## src/rtl/dsp_mac_scheduler.sv

```systemverilog
// Round-robin scheduler sharing one fixed-latency DSP multiply-add slice among NREQ requesters.
// Keeps a per-requester accumulator and blocks a MAC until that requester has nothing in flight.
module dsp_mac_scheduler #(
  parameter int NREQ = 4,
  parameter int LAT  = 3,
  localparam int IDW = (NREQ > 1) ? $clog2(NREQ) : 1
) (
  input  logic                clk_i,
  input  logic                srst_i,
  input  logic [NREQ-1:0]     req_valid_i,
  output logic [NREQ-1:0]     req_ready_o,
  input  logic [NREQ*18-1:0]  req_a_i,
  input  logic [NREQ*18-1:0]  req_b_i,
  input  logic [NREQ*2-1:0]   req_op_i,
  output logic [17:0]         dsp_a_o,
  output logic [17:0]         dsp_b_o,
  output logic [39:0]         dsp_c_o,
  output logic                dsp_en_o,
  input  logic [39:0]         dsp_p_i,
  output logic                res_valid_o,
  output logic [IDW-1:0]      res_id_o,
  output logic [39:0]         res_data_o
);

  localparam logic [1:0] OP_MAC  = 2'b01;
  localparam logic [1:0] OP_LOAD = 2'b10;
  localparam int CW = $clog2(LAT + 3);

  logic [IDW-1:0] ptr_q;
  logic [39:0]    acc_q    [NREQ];
  logic [CW-1:0]  outst_q  [NREQ];
  logic [CW-1:0]  outst_d  [NREQ];
  logic           tagValid_q [LAT+1];
  logic [IDW-1:0] tagId_q    [LAT+1];
  logic [1:0]     tagOp_q    [LAT+1];
  logic [17:0]    dspA_q, dspB_q;
  logic [39:0]    dspC_q;
  logic           dspEn_q;
  logic           resValid_q;
  logic [IDW-1:0] resId_q;
  logic [39:0]    resData_q;

  logic [NREQ-1:0] eligible;
  logic            grantValid;
  logic [IDW-1:0]  grantId;
  logic [17:0]     selA, selB;
  logic [1:0]      selOp;
  logic            retire;
  int              idxInt;

  // A requester counts as busy while any of its operations is still in the tag pipeline.
  always_comb begin
    eligible = '0;
    for (int i = 0; i < NREQ; i++) begin
      eligible[i] = req_valid_i[i] && !srst_i &&
                    !((req_op_i[2*i +: 2] == OP_MAC) && (outst_q[i] != '0));
    end
  end

  always_comb begin
    grantValid = 1'b0;
    grantId    = '0;
    idxInt     = 0;
    for (int k = 0; k < NREQ; k++) begin
      idxInt = int'(ptr_q) + k;
      if (idxInt >= NREQ) idxInt = idxInt - NREQ;
      if (!grantValid && eligible[IDW'(idxInt)]) begin
        grantValid = 1'b1;
        grantId    = IDW'(idxInt);
      end
    end
  end

  always_comb begin
    req_ready_o = '0;
    if (grantValid) req_ready_o[grantId] = 1'b1;
  end

  assign selA   = req_a_i[18*grantId +: 18];
  assign selB   = req_b_i[18*grantId +: 18];
  assign selOp  = req_op_i[2*grantId +: 2];
  assign retire = tagValid_q[LAT];

  // An issue and a retire of the same requester on one edge cancel out.
  always_comb begin
    for (int i = 0; i < NREQ; i++) begin
      outst_d[i] = outst_q[i]
                 + CW'(grantValid && (grantId == IDW'(i)))
                 - CW'(retire && (tagId_q[LAT] == IDW'(i)));
    end
  end

  always_ff @(posedge clk_i) begin
    if (srst_i) begin
      ptr_q      <= '0;
      dspA_q     <= '0;
      dspB_q     <= '0;
      dspC_q     <= '0;
      dspEn_q    <= 1'b0;
      resValid_q <= 1'b0;
      resId_q    <= '0;
      resData_q  <= '0;
      for (int i = 0; i < NREQ; i++) begin
        acc_q[i]   <= '0;
        outst_q[i] <= '0;
      end
      for (int k = 0; k <= LAT; k++) begin
        tagValid_q[k] <= 1'b0;
        tagId_q[k]    <= '0;
        tagOp_q[k]    <= '0;
      end
    end else begin
      dspEn_q <= grantValid;
      if (grantValid) begin
        dspA_q <= selA;
        dspB_q <= selB;
        dspC_q <= (selOp == OP_MAC) ? acc_q[grantId] : '0;
        ptr_q  <= (grantId == IDW'(NREQ - 1)) ? '0 : grantId + 1'b1;
      end
      tagValid_q[0] <= grantValid;
      tagId_q[0]    <= grantId;
      tagOp_q[0]    <= selOp;
      for (int k = 1; k <= LAT; k++) begin
        tagValid_q[k] <= tagValid_q[k-1];
        tagId_q[k]    <= tagId_q[k-1];
        tagOp_q[k]    <= tagOp_q[k-1];
      end
      // The last tag stage lines up with the cycle in which DSP_P holds that issue's result.
      resValid_q <= retire;
      if (retire) begin
        resId_q   <= tagId_q[LAT];
        resData_q <= dsp_p_i;
        if ((tagOp_q[LAT] == OP_MAC) || (tagOp_q[LAT] == OP_LOAD)) begin
          acc_q[tagId_q[LAT]] <= dsp_p_i;
        end
      end
      for (int i = 0; i < NREQ; i++) begin
        outst_q[i] <= outst_d[i];
      end
    end
  end

  assign dsp_a_o     = dspA_q;
  assign dsp_b_o     = dspB_q;
  assign dsp_c_o     = dspC_q;
  assign dsp_en_o    = dspEn_q;
  assign res_valid_o = resValid_q;
  assign res_id_o    = resId_q;
  assign res_data_o  = resData_q;

endmodule

```

## config.mk

```make
export PLATFORM = sky130hd
export DESIGN_NAME = dsp_mac_scheduler
export DESIGN_NICKNAME = d
export VERILOG_FILES = /design/src/rtl/dsp_mac_scheduler.sv
export SDC_FILE = /design/constraint.sdc
export NUM_CORES = 1
export LEC_CHECK = 0
export ABC_AREA = 1
export CORE_ASPECT_RATIO = 1.5
export CORE_MARGIN = 2
export CORE_UTILIZATION = 46
export CTS_CLUSTER_SIZE = 10
export DETAILED_ROUTE_END_ITERATION = 6
export GPL_TIMING_DRIVEN = 0
export PLACE_DENSITY = 0.77
export SKIP_CTS_REPAIR_TIMING = 1
export SLEW_MARGIN = 20
export SYNTH_ARGS = -nofsm -noshare
export SYNTH_HDL_FRONTEND = slang
export SYNTH_SLANG_ARGS = --single-unit
```

## constraint.sdc

```tcl
create_clock -name clk_i -period 2.65 [get_ports clk_i]
set_input_delay 0.53 -clock clk_i [delete_from_list [all_inputs] [get_ports clk_i]]
set_output_delay 0.53 -clock clk_i [all_outputs]
set_load 0.1 [all_outputs]
```

==> Yosys cells after proc, flatten, opt, wreduce, memory -nomap -nowiden <==
Memories as Yosys holds them, arrays and structs flattened.
Cells that the tools add are included.
{ "op_classes": {"n_bitwise": 16, "magnitude_cmp": 10, "muxes": 55, "shifts": 3, "reduce_logical": 40, "add_sub_neg": 16, "n_eq_ne": 13, "mul": 1} }
{ "ops": {"columns": ["operator", "count"], "rows": [
  ["72-bit by 8-bit indexed part select with 18-bit output", 2],
  ["40-bit 2-to-1 mux", 2],
  ["40-bit OR reduction", 1],
  ["2-bit 2-to-1 mux", 18],
  ["1-bit 2-to-1 mux", 25],
  ["1-bit logical AND", 24],
  ["2-bit by 1-bit == test with 1-bit output (second input constant)", 8],
  ["2-bit by 4-bit less-than comparator with 1-bit output (second input constant)", 4],
  ["1-bit OR", 16],
  ["3-bit by 1-bit adder with 3-bit output", 4],
  ["3-bit 2-to-1 mux", 4],
  ["3-bit nonzero test", 4],
  ["3-bit by 1-bit subtractor with 3-bit output", 4],
  ["2-bit == test (second input constant)", 5],
  ["3-bit >= comparator (second input constant)", 3],
  ["1-bit binary-select mux with 2-bit select", 4],
  ["1-bit zero test", 8],
  ["8-bit by 4-bit indexed part select with 2-bit output", 1],
  ["2-bit by 1-bit subtractor with 2-bit output (second input constant)", 4],
  ["2-bit by 2-bit adder with 3-bit output (second input constant)", 2],
  ["4-bit by 2-bit multiplier with 6-bit output (first input constant)", 1],
  ["2-bit zero test", 2],
  ["4-bit 2-to-1 mux", 1],
  ["2-bit by 1-bit adder with 3-bit output (second input constant)", 1],
  ["other kinds (6)", 6]
]} }
{ "word_totals": {"ram_bits": 192, "regBits": 122, "memories": 5} }
{ "memory_table": {"columns": ["name", "words", "width", "read_ports", "rd_ports_with_merged_regs", "wr", "line", "source"], "rows": [
  ["acc_q", 4, 40, 1, 0, 4, "30", "logic [39:0] acc_q [NREQ];"],
  ["outst_q", 4, 3, 4, 0, 4, "31", "logic [CW-1:0] outst_q [NREQ];"],
  ["tagId_q", 4, 2, 4, 0, 4, "34", "logic [IDW-1:0] tagId_q [LAT+1];"],
  ["tagOp_q", 4, 2, 4, 0, 4, "35", "logic [1:0] tagOp_q [LAT+1];"],
  ["tagValid_q", 4, 1, 4, 0, 4, "33", "logic tagValid_q [LAT+1];"]
]} }

==> Depth between registers and ports, before layout <==
An unclocked memory read counts as a cell.
{ "logic_depth": {"depth_word": 23, "depth_mapped": 20} }

==> Least setup slack after synthesis <==
No wires, ideal clock.
{ "synth_path": {"path_kind": "input to register", "start": "in req_op_i[6]", "end": "mem outst_q[0][1] (netlist bit)", "arrival_ns": 4.643, "setup_slack_ns": -2.120, "setup_time_ns": 0.128, "path_stages": 17, "path_buffers": 2, "path_cell_list": "inv_1 > nor2_1 > nand2_1 > nand3_1 > nand3_1 > nand2_1 > nand2_1 > o21ai_1 > inv_1 > nand2_2 > buf_6 > buf_4 > nor3_1 > ha_1 > fa_1 > inv_1 > nor2_1"} }
{ "synth_lines": {"columns": ["element", "line", "source"], "rows": [
  ["start, declared", "14", "input logic [NREQ*2-1:0] req_op_i,"],
  ["end, declared", "31", null]
]} }

==> Final worst setup path <==
{ "layout_path": {"start": "reg ptr_q[0]", "end": "out req_ready_o[3]"} }
{ "layout_between": {"elab_chain_len": 20} }
{ "layout_lines": {"columns": ["element", "line", "source"], "rows": [
  ["start, declared", "29", "logic [IDW-1:0] ptr_q;"],
  ["start signal, assigned", "118", "ptr_q <= (grantId == IDW'(NREQ - 1)) ? '0 : grantId + 1'b1;"],
  ["parallel branches: the longest is 19 deep, another holds 2-bit by 1-bit adder with 3-bit output", null, null],
  ["4-bit 2-to-1 mux (*)", "76", "if (grantValid) req_ready_o[grantId] = 1'b1;"],
  ["end, declared", "11", "output logic [NREQ-1:0] req_ready_o,"]
]} }
Mark *: on every way between the ends. The select of a mux whose other input is x is not followed.

==> metrics.yaml <==
timing:
  fin_crit_ns: 3.26
  worst_pin_slew_ns: 1.06
  relSlewSlack_pct: 28.9
  finalClockSkew_ns: 0.0162
  maxSlewViolCount: 0
  fmax_mhz: 306
  setup_ws_ns: -0.613
  grt_setup_unrepaired: "true"
  finalHoldViolations: 0
  finalSetupViolCount: 12
  fin_crit_sh_pct: 123
setup_path:
  slowest_delay_ns: 0.34
  crit_chain: "buf_8, clkinvlp_4, nand3_2, nand3_2, nand2_4, nand2_4, nor2_4, nand3_2, nand2_4, buf_12, buf_12, ha_4, inv_2, nor2_4, buf_12"
  cp-start-kind: "flop"
  required_ns: 2.12
  cp_slowest_cell: "dfxtp_2"
  worstPathArrival_ns: 2.73
  worstSetupPathType: "reg2out"
  cp-end-kind: "primary output"
  cp_top_family: "simple AND/OR/NAND/NOR gates"
  cp_max_fo: 8
  worst-path-buf-inv: 6
die:
  chipHeight_um: 220
  core.rowCount: 79
  core-area_um2: 30800
  dieArea_um2: 32600
  io_pins: 322
  die_x_um: 148
  initial_core_util_pct: 46.4
finish:
  final_layout_size_suffix_gt1_share_pct: 10.3
  areaGrowthSynthToFinish_pct: 39.4
  insertedDiodeCount: 0
  fin_area_um2: 19900
  finalNetCount: 2318
routing:
  drcViolationCount: 0
  ant_nets: 0
  wirelength_um: 49900
  drtIter0Drc: 1030
  vias: 13700
  wl_per_cell_um: 19.7
  via_per_inst: 5.40
  firstDrtPassIters: 5
logic_synthesis:
  yosysTopAreaCellShare_pct: 33.6
  synth_warnings: 0
  synth.distinct_cells: 32
  postSynthCellCount: 1721
  synthMostInstantiatedCell: "nand2_1"
  yosysTopAreaCell: "edfxtp_1"
  synth_top_flop_cell: "edfxtp_1"
  ys_seq_elements: 313
  synth_nets: 1932
  synth-edff-count: 160
  synth_seq_area_share_pct: 55.0
  synthTopCellsByArea: "edfxtp_1 34%, dfxtp_1 21%, nand2_1 8.6%"
  synthArstFlopShare_pct: 0
  syn_avg_cell_area_um2: 8.32
  syn_area_um2: 14300
  synthTopCellsByCount: "327 x nand2_1, 229 x nor2_1, 187 x inv_1"
placed_design:
  post-place-ws_ns: -1.98
  dp_hpwl_um: 35100
  gp_congestion: 0.891
  port_buffers: 321
  placed_area_um2: 18300
clock_tree:
  cts-root-buf: "clkbuf_16"
  insertion_delay_ns: 0.54
  clock_sinks: 313
  cts_buffers: 37
  clk_pin_slew_ns: 0.05
  cts_tree: "done"
  cts_htree_levels: 2
  cts_buffer_depth: 3
global_routing:
  antenna_found_initial: 0
  grt_max_degree: 26
  overflow: 0
  grt_pass1_wl_um: 74800
  grt_pass1_vias: 13600
  grt_usage_pct: 29.7
outcome:
  status: "finished with violations"
  violations: "setup timing"
job:
  cap_violations: 0
power:
  p_leak_nw: 8.43
  vdd_drop_max_mv: 0.821
  p_per_area_nw_per_um2: 1470
min_path:
  hold_class: "reg2reg"
==> worst paths after layout <==
| kind | cells after the start | slack [ns] | startpoint | endpoint |
|---|---|---|---|---|
| worst min-delay path | 2 | 0.40 | tagOp_q[0][1]$_SDFF_PP0_ | tagOp_q[0][3]$_SDFF_PP0_ |
| worst min register to register | 2 | 0.40 | tagOp_q[0][1]$_SDFF_PP0_ | tagOp_q[0][3]$_SDFF_PP0_ |
| worst max register to register | 19 | -0.37 | ptr_q[0]$_SDFFE_PP0P_ | outst_q[3][2]$_SDFF_PP0_ |
| worst max-delay path | 15 | -0.61 | ptr_q[0]$_SDFFE_PP0P_ | req_ready_o[3] |
==> metal layers <==
layer  wire length [um]  up-vias  global-route usage, %
met4               2400        0                   14.1
met3               4240      134                   5.61
met2              25800      670                   55.4
met5                  0        -                      0
met1              17500     6463                   32.0
li1                   -     6441                      -
==> layout by cell type, fill, tap and decap left out, types with 5 or more instances in the layout <==
master           instances
nand2_1                312
clkdlybuf4s50_1        306
nor2_1                 219
inv_1                  176
edfxtp_1               160
dfxtp_1                150
nand3_1                129
a21oi_1                122
o21ai_0                 95
clkbuf_1                77
nand4_1                 41
nor3_1                  41
clkbuf_16               39
buf_4                   29
a31oi_1                 27
buf_2                   19
o211ai_1                18
clkbuf_2                14
nand3_2                 13
nand2_4                 11
buf_12                  11
buf_6                   11
dlymetal6s2s_1          11
inv_2                   10
o21ai_1                 10
nand2_2                  9
clkbuf_4                 8
nor2_4                   7
xor2_1                   6
nor2_2                   5
ha_1                     5
==> worst min-delay path, stage by stage, from the launching register on <==
cell	delay (ns)
dfxtp_1	0.29
inv_1	0.04
nor2_1	0.03
==> area by class of cell <==
class	count	area [um^2]
Fill cell	2525	10900
Buffer	122	737
Inverter	194	761
Clock buffer	63	1070
Clock inverter	2	17.5
Tap cell	405	507
Multi-Input combinational cell	1089	5410
Timing Repair Buffer	350	3580
Sequential cell	313	7870
==> registers in the layout, indices dropped and copies added, names as in the netlist, 8 cells and up <==
register,cells
dsp_a_o,18
acc_q,160
dsp_c_o,40
tagOp_q,8
tagId_q,8
dsp_b_o,18
outst_q,12
res_data_o,40
==> through the flow <==
stage	power [W]	setup TNS (ns)	utilization (%)	hold slack [ns]	instances
after floorplan	0.0184	-3.63	-	0.388	1721
after global placement	0.0230	-477.32	59.1	0.391	2447
after detailed placement	0.0233	-351.81	59.4	0.395	2451
after CTS	0.0280	-149.08	62.9	0.408	2516
after global routing	0.0309	-6.01	64.7	0.411	2538
final	0.0294	-4.00	64.7	0.405	2538
==> logic make-up after synthesis <==
kind of cell | Yosys count | share of synthesized area [%]
adders and majority gates | 13 | 1.35
xor gates and xnor gates | 7 | 0.481
DFF | 313 | 55.0
AOI/OAI and AO/OA | 275 | 10.2
buffers and inverters | 319 | 9.39
and+or+nand+nor | 794 | 23.6
==> where the power goes <==
group	switching [W]	leakage, nW	internal [W]
logic	0.0129	5.00	0.00558
registers	0.000375	2.91	0.00585
clock network	0.00195	0.518	0.00273
Note: power is estimated with default switching activity, not from simulation.
